$ cat src/rtl/scrambler_pkg.sv
// Shared constants, state type and single-step helper for the PCIe Gen1/2 scrambler LFSR.
// Optional build macro used by scrambler_lfsr_gen: SCRAMBLE_DISABLE_EN.
package scrambler_pkg;

    localparam int          LFSR_WIDTH        = 16;
    localparam logic [15:0] LFSR_SEED_DEFAULT = 16'hFFFF;
    localparam logic [7:0]  COM_SYMBOL        = 8'hBC;
    localparam logic [7:0]  SKP_SYMBOL        = 8'h1C;

    // x^16 + x^5 + x^4 + x^3 + 1: feedback lands on bits 5, 4, 3 and 0.
    localparam logic [15:0] LFSR_TAPS = 16'h0039;

    typedef logic [LFSR_WIDTH-1:0] lfsr_t;

    function automatic lfsr_t lfsr_step(input lfsr_t s);
        return {s[LFSR_WIDTH-2:0], 1'b0} ^ (s[LFSR_WIDTH-1] ? LFSR_TAPS : '0);
    endfunction

endpackage

$ cat src/rtl/scrambler_lfsr_byte_step.sv
// One lane of the scrambler chain: applies COM/SKP/K/D rules to one symbol
// and produces the next LFSR state plus the lane's 8-bit scramble value.
module scrambler_lfsr_byte_step
    import scrambler_pkg::*;
#(
    parameter lfsr_t      SEED_VALUE = LFSR_SEED_DEFAULT,
    parameter logic [7:0] COM_VALUE  = 8'hBC,
    parameter logic [7:0] SKP_VALUE  = 8'h1C
) (
    input  lfsr_t      state_in,
    input  logic [7:0] symbol,
    input  logic       k,
    output lfsr_t      state_out,
    output logic [7:0] value
);

    lfsr_t      walk;
    logic [7:0] raw;

    // First serial bit out of the register becomes value[7].
    always_comb begin
        walk = state_in;
        raw  = '0;
        for (int i = 0; i < 8; i++) begin
            raw[7-i] = walk[LFSR_WIDTH-1];
            walk     = lfsr_step(walk);
        end
    end

    always_comb begin
        state_out = walk;
        value     = raw;
        if (k) begin
            value = 8'h00;
            if (symbol == COM_VALUE) begin
                state_out = SEED_VALUE;
            end else if (symbol == SKP_VALUE) begin
                state_out = state_in;
            end
        end
    end

endmodule

$ cat src/rtl/scrambler_lfsr_gen.sv
// Four-lane scramble value generator: chains four byte steps per cycle and registers
// values alongside data/datak. Build macro SCRAMBLE_DISABLE_EN adds scramble_disable_i.
module scrambler_lfsr_gen
    import scrambler_pkg::*;
#(
    parameter lfsr_t      SEED       = LFSR_SEED_DEFAULT,
    parameter logic [7:0] COM_SYMBOL = scrambler_pkg::COM_SYMBOL,
    parameter logic [7:0] SKP_SYMBOL = scrambler_pkg::SKP_SYMBOL
) (
    input  logic        clk_i,
    input  logic        rst_ni,
    input  logic        valid_i,
    input  logic [31:0] data_i,
    input  logic [3:0]  datak_i,
`ifdef SCRAMBLE_DISABLE_EN
    input  logic        scramble_disable_i,
`endif
    output logic        valid_o,
    output logic [31:0] data_o,
    output logic [3:0]  datak_o,
    output logic [7:0]  lfsr1_scramble_value_o,
    output logic [7:0]  lfsr2_scramble_value_o,
    output logic [7:0]  lfsr3_scramble_value_o,
    output logic [7:0]  lfsr4_scramble_value_o,
    output logic [15:0] lfsr_state_o
);

    lfsr_t            lfsr_q;
    logic [4:0][15:0] lane_state;
    logic [3:0][7:0]  lane_value;
    logic [3:0][7:0]  value_sel;
    logic [3:0][7:0]  value_q;
    logic             valid_q;
    logic [31:0]      data_q;
    logic [3:0]       datak_q;

    assign lane_state[0] = lfsr_q;

    // Lane n sees the state left by lane n-1 within the same cycle.
    for (genvar g = 0; g < 4; g++) begin : g_lane
        scrambler_lfsr_byte_step #(
            .SEED_VALUE (SEED),
            .COM_VALUE  (COM_SYMBOL),
            .SKP_VALUE  (SKP_SYMBOL)
        ) u_step (
            .state_in  (lane_state[g]),
            .symbol    (data_i[8*g +: 8]),
            .k         (datak_i[g]),
            .state_out (lane_state[g+1]),
            .value     (lane_value[g])
        );
    end

`ifdef SCRAMBLE_DISABLE_EN
    // The LFSR still runs while disabled so the link stays in sync.
    assign value_sel = scramble_disable_i ? '0 : lane_value;
`else
    assign value_sel = lane_value;
`endif

    always_ff @(posedge clk_i or negedge rst_ni) begin
        if (!rst_ni) begin
            lfsr_q  <= SEED;
            valid_q <= 1'b0;
            data_q  <= '0;
            datak_q <= '0;
            value_q <= '0;
        end else begin
            valid_q <= valid_i;
            if (valid_i) begin
                lfsr_q  <= lane_state[4];
                data_q  <= data_i;
                datak_q <= datak_i;
                value_q <= value_sel;
            end
        end
    end

    assign valid_o                = valid_q;
    assign data_o                 = data_q;
    assign datak_o                = datak_q;
    assign lfsr1_scramble_value_o = value_q[0];
    assign lfsr2_scramble_value_o = value_q[1];
    assign lfsr3_scramble_value_o = value_q[2];
    assign lfsr4_scramble_value_o = value_q[3];
    assign lfsr_state_o           = lfsr_q;

endmodule
$ cat config.mk
export PLATFORM = sky130hd
export DESIGN_NAME = scrambler_lfsr_gen
export DESIGN_NICKNAME = d
export VERILOG_FILES = /design/src/rtl/scrambler_pkg.sv /design/src/rtl/scrambler_lfsr_byte_step.sv /design/src/rtl/scrambler_lfsr_gen.sv
export SDC_FILE = /design/constraint.sdc
export NUM_CORES = 1
export LEC_CHECK = 0
export BUFFER_PORTS_ARGS = -buffer_cell sky130_fd_sc_hd__buf_2
export CAP_MARGIN = 20
export CELL_PAD_IN_SITES_DETAIL_PLACEMENT = 1
export CELL_PAD_IN_SITES_GLOBAL_PLACEMENT = 2
export CORE_MARGIN = 2
export CORE_UTILIZATION = 34
export DETAILED_ROUTE_END_ITERATION = 6
export PLACE_DENSITY_LB_ADDON = 0.15
export SETUP_SLACK_MARGIN = 0.15
export SYNTH_ARGS = -nofsm -noshare
export SYNTH_HDL_FRONTEND = slang
export SYNTH_SLANG_ARGS = --single-unit
$ cat constraint.sdc
create_clock -name clk_i -period 4.3 [get_ports clk_i]
set_clock_uncertainty 0.2 [all_clocks]
set_input_delay 0.645 -clock clk_i [delete_from_list [all_inputs] [get_ports clk_i]]
set_output_delay 0.645 -clock clk_i [all_outputs]
set_load 0.03 [all_outputs]
# --- Word-level counts from Yosys, hierarchy flattened ---
# Cells that the tools add are included.
totals:
  register_bits: 85
  inputBits: 39
  output_inout_bits: 85
classes:
  n_eq_ne: 8
  mux: 48
  bitwise: 32
ops:
  columns: ["operator", "count"]
  rows:
  - ["16-bit bitwise XOR", 32]
  - ["16-bit 2-to-1 mux", 12]
  - ["6-bit 2-to-1 mux", 32]
  - ["8-bit by 5-bit equality test with 1-bit output, second input constant", 4]
  - ["8-bit equality test, second input constant", 4]
  - ["8-bit 2-to-1 mux", 4]

# --- Longest topological paths before layout ---
depth:
  ltp_word: 76
  mapped_depth: 14
  depth_no_buf: 11

# --- Hierarchy ---
# A second synthesis with hierarchy kept.
hier_totals:
  cells_unflattened: 566
  area_unflattened_um2: 6139.6
modules_own_cells:
  columns: ["mod", "n_inst", "cells_per_inst", "area_per_inst_um2", "seq_area_each_um2"]
  rows:
  - ["scrambler_lfsr_gen", 1, 194, 3527.1, 2147.1]
  - ["scrambler_lfsr_byte_step", 4, 93, 653.1, 0.0]

# --- Least setup slack after synthesis ---
# OpenSTA, ideal clock, no wires.
synth_path:
  kind: "in2reg"
  start: "input port data_i[0]"
  end: "register lfsr_q[12] (netlist: lfsr_state_o[12])"
  arrival_ns: 3.359
  slack_ns: 0.657
  path_stages: 12
  n_path_buf: 1
  cell_sequence: "and4bb_1 buf_4 nand3_4 a2111oi_4 xnor3_1 xor3_1 a21bo_2 xnor2_1 o21ai_0 xnor2_1 a221oi_1 nor2_1"
synth_via:
  elab_chain_len: 39
synth_rtl:
  columns: ["element", "line_no", "source"]
  rows:
  - ["from (decl)", "scrambler_lfsr_gen.sv:13", "input logic [31:0] data_i,"]
  - ["8-bit by 5-bit equality test with 1-bit output", "scrambler_lfsr_byte_step.sv:37", "end else if (symbol == SKP_VALUE) begin"]
  - ["16-bit 2-to-1 mux", "scrambler_lfsr_byte_step.sv:37", null]
  - ["16-bit 2-to-1 mux (*)", "scrambler_lfsr_byte_step.sv:35", "if (symbol == COM_VALUE) begin"]
  - ["16-bit 2-to-1 mux (*)", "scrambler_lfsr_byte_step.sv:33", "if (k) begin"]
  - ["6-bit 2-to-1 mux / 16-bit bitwise XOR (equally long branches)", "scrambler_pkg.sv:16", "return {s[LFSR_WIDTH-2:0], 1'b0} ^ (s[LFSR_WIDTH-1] ? LFSR_TAPS : '0);"]
  - ["16-bit bitwise XOR / 6-bit 2-to-1 mux (equally long branches) (5 in series)", "scrambler_pkg.sv:16", null]
  - ["16-bit bitwise XOR (3 in series)", "scrambler_pkg.sv:16", null]
  - ["16-bit 2-to-1 mux", "scrambler_lfsr_byte_step.sv:37", null]
  - ["(+10 left out)", null, null]
  - ["16-bit bitwise XOR / 16-bit 2-to-1 mux (equally long branches)", "scrambler_pkg.sv:16, scrambler_lfsr_byte_step.sv:37", null]
  - ["16-bit 2-to-1 mux, on equally long branches", "scrambler_lfsr_byte_step.sv:37, scrambler_lfsr_byte_step.sv:35", null]
  - ["16-bit 2-to-1 mux, on equally long branches", "scrambler_lfsr_byte_step.sv:35, scrambler_lfsr_byte_step.sv:33", null]
  - ["16-bit 2-to-1 mux (*)", "scrambler_lfsr_byte_step.sv:33", null]
  - ["16-bit bitwise XOR (8 in series)", "scrambler_pkg.sv:16", null]
  - ["16-bit 2-to-1 mux", "scrambler_lfsr_byte_step.sv:37", null]
  - ["16-bit 2-to-1 mux", "scrambler_lfsr_byte_step.sv:35", null]
  - ["16-bit 2-to-1 mux (*)", "scrambler_lfsr_byte_step.sv:33", null]
  - ["to (signal assigned)", "scrambler_lfsr_gen.sv:71", "lfsr_q <= lane_state[4];"]
  - ["to (decl)", "scrambler_lfsr_gen.sv:28", "lfsr_t lfsr_q;"]
# Every way passes the cells marked *; elsewhere a longest branch is shown, timed or not.
# A chain may end at the register's enable or synchronous reset.

# --- Worst setup path in the final report ---
layout_path:
  start: "input port data_i[6]"
  end: "register lfsr_q[5] (netlist: lfsr_state_o[5])"
layout_via:
  elab_chain_len: 40
layout_rtl:
  columns: ["element", "line_no"]
  rows:
  - ["8-bit by 5-bit equality test with 1-bit output", "scrambler_lfsr_byte_step.sv:37"]
  - ["16-bit 2-to-1 mux", "scrambler_lfsr_byte_step.sv:37"]
  - ["16-bit 2-to-1 mux (*)", "scrambler_lfsr_byte_step.sv:35"]
  - ["16-bit 2-to-1 mux (*)", "scrambler_lfsr_byte_step.sv:33"]
  - ["6-bit 2-to-1 mux / 16-bit bitwise XOR (equally long branches)", "scrambler_pkg.sv:16"]
  - ["16-bit bitwise XOR / 6-bit 2-to-1 mux (equally long branches)", "scrambler_pkg.sv:16"]
  - ["16-bit bitwise XOR (7 in series)", "scrambler_pkg.sv:16"]
  - ["16-bit 2-to-1 mux", "scrambler_lfsr_byte_step.sv:37"]
  - ["(+13 left out)", null]
  - ["16-bit 2-to-1 mux (*)", "scrambler_lfsr_byte_step.sv:33"]
  - ["16-bit bitwise XOR (6 in series)", "scrambler_pkg.sv:16"]
  - ["6-bit 2-to-1 mux / 16-bit bitwise XOR (equally long branches)", "scrambler_pkg.sv:16"]
  - ["16-bit bitwise XOR / 6-bit 2-to-1 mux (equally long branches)", "scrambler_pkg.sv:16"]
  - ["16-bit bitwise XOR", "scrambler_pkg.sv:16"]
  - ["16-bit 2-to-1 mux", "scrambler_lfsr_byte_step.sv:37"]
  - ["16-bit 2-to-1 mux", "scrambler_lfsr_byte_step.sv:35"]
  - ["16-bit 2-to-1 mux (*)", "scrambler_lfsr_byte_step.sv:33"]
# Marks and branches as above.

==> flow_summary_export.csv <==
group,metric,value,unit
clock_tree,cts.htree.levels,3,
final_layout,drive_above_1_share,37.6,%
critical_path,setup.worst_path.end_class,"flip-flop",
critical_path,worst_ep_required_time,4.34,ns
final_layout,flow.area_growth_from_synthesis,23.7,%
clock_tree,number_of_cts_inserted_buffers,9,
timing,final.setup.worst_slack,0.434,ns
global_route,gr-usage-all-layers,21.3,%
synthesis,ys_ff_latch,85,
timing,finalSetupViolations,0,
synthesis,postSynthNetCount,593,
synthesis,postSynthAreaPerCell,9.96,µm²
clock_tree,clock_tree.root_cell,"sky130_fd_sc_hd__clkbuf_16",
drt,drtPass1Iterations,4,
final_layout,antenna-diode-count,0,
clock_tree,postCtsHoldBufs,0,
hold_path,worstHoldPathType,"primary input to asynchronous set/reset pin",
synthesis,synth_flop_cell,"sky130_fd_sc_hd__dfrtp_1",
critical_path,worst_path_largest_cell_delay,0.48,ns
final_layout,regArea,2150,µm²
drt,avgRoutedWirePerCell,19.7,µm
placement,hpwlAfterDp,14000,µm
synthesis,post_synth_instance_area,5520,µm²
die,die_h,131,µm
drt,drt_iter0_markers,257,
die,ioPinCount,124,
timing,min_period,3.87,ns
final_layout,layout.nets,731,
critical_path,cp_cell_sequence,"buf_2 -> nand3b_2 -> nor3_4 -> buf_4 -> a21o_1 -> nand2_1 -> o21ai_0 -> xnor2_1 -> or4_1 -> and3_1 -> xnor2_2 -> xnor2_1 -> a221oi_1",
timing,fin_crit_sh,89.9,%
global_route,largest_net_degree_at_the_start_of_global_routing,64,
die,floorplan.rows,46,
drt,drc,0,
synthesis,syn-instance-count,554,
die,design.core.area,15900,µm²
synthesis,ys_types,85,
clock_tree,post_cts.repair.setup_buffers,0,
clock_tree,cts_tree,"yes",
clock_tree,cts.reportedPaths.clkPinSlew,0.07,ns
clock_tree,cells_resized_by_post_cts_repair,0,
timing,max_freq,259,MHz
drt,detail_route.wirelength,18000,µm
drt,total_via_count_after_detailed_routing,4709,
timing,final_max_slew_viol_count,0,
job,cap_violations,0,
die,initial_util,34.7,%
synthesis,synth-edff-count,0,
placement,numPortBuffers,123,
die,dieArea,17300,µm²
timing,setup_tns,0,ns
global_route,antenna_found_initial,0,
clock_tree,clockBufferDepth,2,
drt,detail_route.vias_per_cell,5.16,
placement,worst_case_setup_slack_after_placement,0.126,ns
timing,worst_slew_slack_as_a_fraction_of_its_limit,45.1,%
run_status,run_status,"complete, no violations",
synthesis,seq_area_frac_synth,38.9,%
critical_path,cp_data_arrival_time,3.91,ns
critical_path,critPathLaunchType,"primary input",
critical_path,critical_path.max_fanout,9,
timing,report.final.hold_viol_count,0,
global_route,grt_pass1_wl,28800,µm
drt,ant_nets,0,
final_layout,fillers,1869,
final_layout,utilization_of_the_core_after_routing,43.0,%
timing,max_slew.worst_pin.slew,0.824,ns
placement,gp_congestion,0.913,
global_route,grt_overflow,0,
clock_tree,clock_sinks,85,
timing,grt_setup_unrepaired,"false",
critical_path,timing_worst_setup_path_type,"primary input to flip-flop",
final_layout,area_of_the_multi_input_gates,3020,µm²
critical_path,cp_slowest_cell,"sky130_fd_sc_hd__or4_1",
die,die_boundary_width,131,µm
critical_path,cp_common_cell,"sky130_fd_sc_hd__xnor2_1",
synthesis,synth-warning-count,0,
clock_tree,clkLatencyLatePin,0.34,ns
global_route,grt_pass1_vias,5128,
synthesis,async_flop_share,100,%
## through the flow
stage / cells / hold WS (ns) / area [µm²]
after detailed placement: 897 / 0.294 / 6540
after CTS: 913 / 0.214 / 6820
final: 913 / 0.174 / 6820
after global routing: 913 / 0.245 / 6820
after floorplan: 554 / 0.149 / 5520
after global placement: 897 / 0.285 / 6540
## metal layers
layer	part of all wire [%]	up-vias	GRT usage, %
met5	0	-	0
li1	-	2235	-
met4	1.1	0	4.77
met1	45	2359	28.0
met3	4.1	11	3.86
met2	50	104	36.6
## cells in the final DEF, fill, tap and decap left out, drive strengths merged, types with 6 or more instances in the layout
master	count
a21oi	14
clkbuf	10
xnor2	48
inv	47
a221oi	11
xor2	20
nor2	44
nor3	6
o22ai	31
dfrtp	69
nand3	8
buf	164
nand2	31
nand3b	9
nor4	6
dfstp	16
o21ai	25
mux2	37
nand2b	9
## registers in the layout (all words and copies together) (netlist names)
name                    flops
data_o                     32
lfsr_state_o               16
lfsr1_scramble_value_o      8
lfsr2_scramble_value_o      8
lfsr3_scramble_value_o      8
lfsr4_scramble_value_o      8
datak_o                     4
valid_o                     1
## cells by family after synthesis
logic type	Yosys count	share of synthesized area, %
buffers and inverters	82	6.28
multiplexers	41	8.28
AO/OA/AOI/OAI	130	18.2
flip-flops	85	38.9
XOR/XNOR	74	13.8
AND/OR/NAND/NOR	142	14.5
## worst paths after layout
kind                       slack (ns)                               endpoint  cells after the start                    startpoint
max                              0.43            lfsr_state_o[5]$_DFFE_PN1P_                     13                     data_i[6]
min                              0.17                  data_o[1]$_DFFE_PN0P_                      1                        rst_ni
max reg2reg                      0.50           lfsr_state_o[12]$_DFFE_PN1P_                     12  lfsr_state_o[14]$_DFFE_PN1P_
min reg2reg                      0.31                 data_o[27]$_DFFE_PN0P_                      1        data_o[27]$_DFFE_PN0P_
max in group asynchronous        2.88  lfsr3_scramble_value_o[0]$_DFFE_PN0P_                      2                        rst_ni
min in group clk_i               0.31                 data_o[27]$_DFFE_PN0P_                      1        data_o[27]$_DFFE_PN0P_
## cells in the mapped netlist (3+ instances only)
cell                       instances  area [µm²]
sky130_fd_sc_hd__nand2b_1          8        50.1
sky130_fd_sc_hd__xnor2_2           3        48.8
sky130_fd_sc_hd__xor2_1           19         166
sky130_fd_sc_hd__or3_1             3        18.8
sky130_fd_sc_hd__a221oi_1          9        78.8
sky130_fd_sc_hd__and2_1            4        25.0
sky130_fd_sc_hd__inv_1            45         169
sky130_fd_sc_hd__a21o_1            5        37.5
sky130_fd_sc_hd__dfrtp_1          69        1730
sky130_fd_sc_hd__o22ai_1          30         188
sky130_fd_sc_hd__o32ai_1           4        35.0
sky130_fd_sc_hd__buf_2            13        65.1
sky130_fd_sc_hd__clkbuf_1         15        56.3
sky130_fd_sc_hd__nand3_1           7        35.0
sky130_fd_sc_hd__nand3b_1          8        60.1
sky130_fd_sc_hd__mux2i_1           4        40.0
sky130_fd_sc_hd__o21ai_0          22         110
sky130_fd_sc_hd__nor3b_1           3        22.5
sky130_fd_sc_hd__nor3_1            4        20.0
sky130_fd_sc_hd__o21a_1            3        22.5
sky130_fd_sc_hd__xnor3_1           5         113
sky130_fd_sc_hd__nor2_1           44         165
sky130_fd_sc_hd__a32oi_1           3        26.3
sky130_fd_sc_hd__buf_1             5        18.8
sky130_fd_sc_hd__and3_1            4        25.0
sky130_fd_sc_hd__dfstp_2          16         420
sky130_fd_sc_hd__nand2_1          29         109
sky130_fd_sc_hd__a22oi_1           5        37.5
sky130_fd_sc_hd__xnor2_1          45         394
sky130_fd_sc_hd__a21oi_1          13        65.1
sky130_fd_sc_hd__nor4_1            4        25.0
sky130_fd_sc_hd__mux2_2           37         417
## worst max-delay path, delay by kind of cell
family	cells	cell delay [ns]
simple gates	5	1.57
compound gates	3	0.89
xor+xnor	3	0.50
buf+inv	2	0.31
## layout make-up
class                   count  area share, %
multi-input cells         387           44.3
repair buffers            164           13.6
well taps                 216           3.96
inverters                  45           2.48
clock inverters             6          0.660
clock buffers              10           3.50
flip-flops and latches     85           31.5
Power is left out: the tool's default activity adds up to more than one toggle a clock period on the data nets, which glitch-free logic cannot reach.
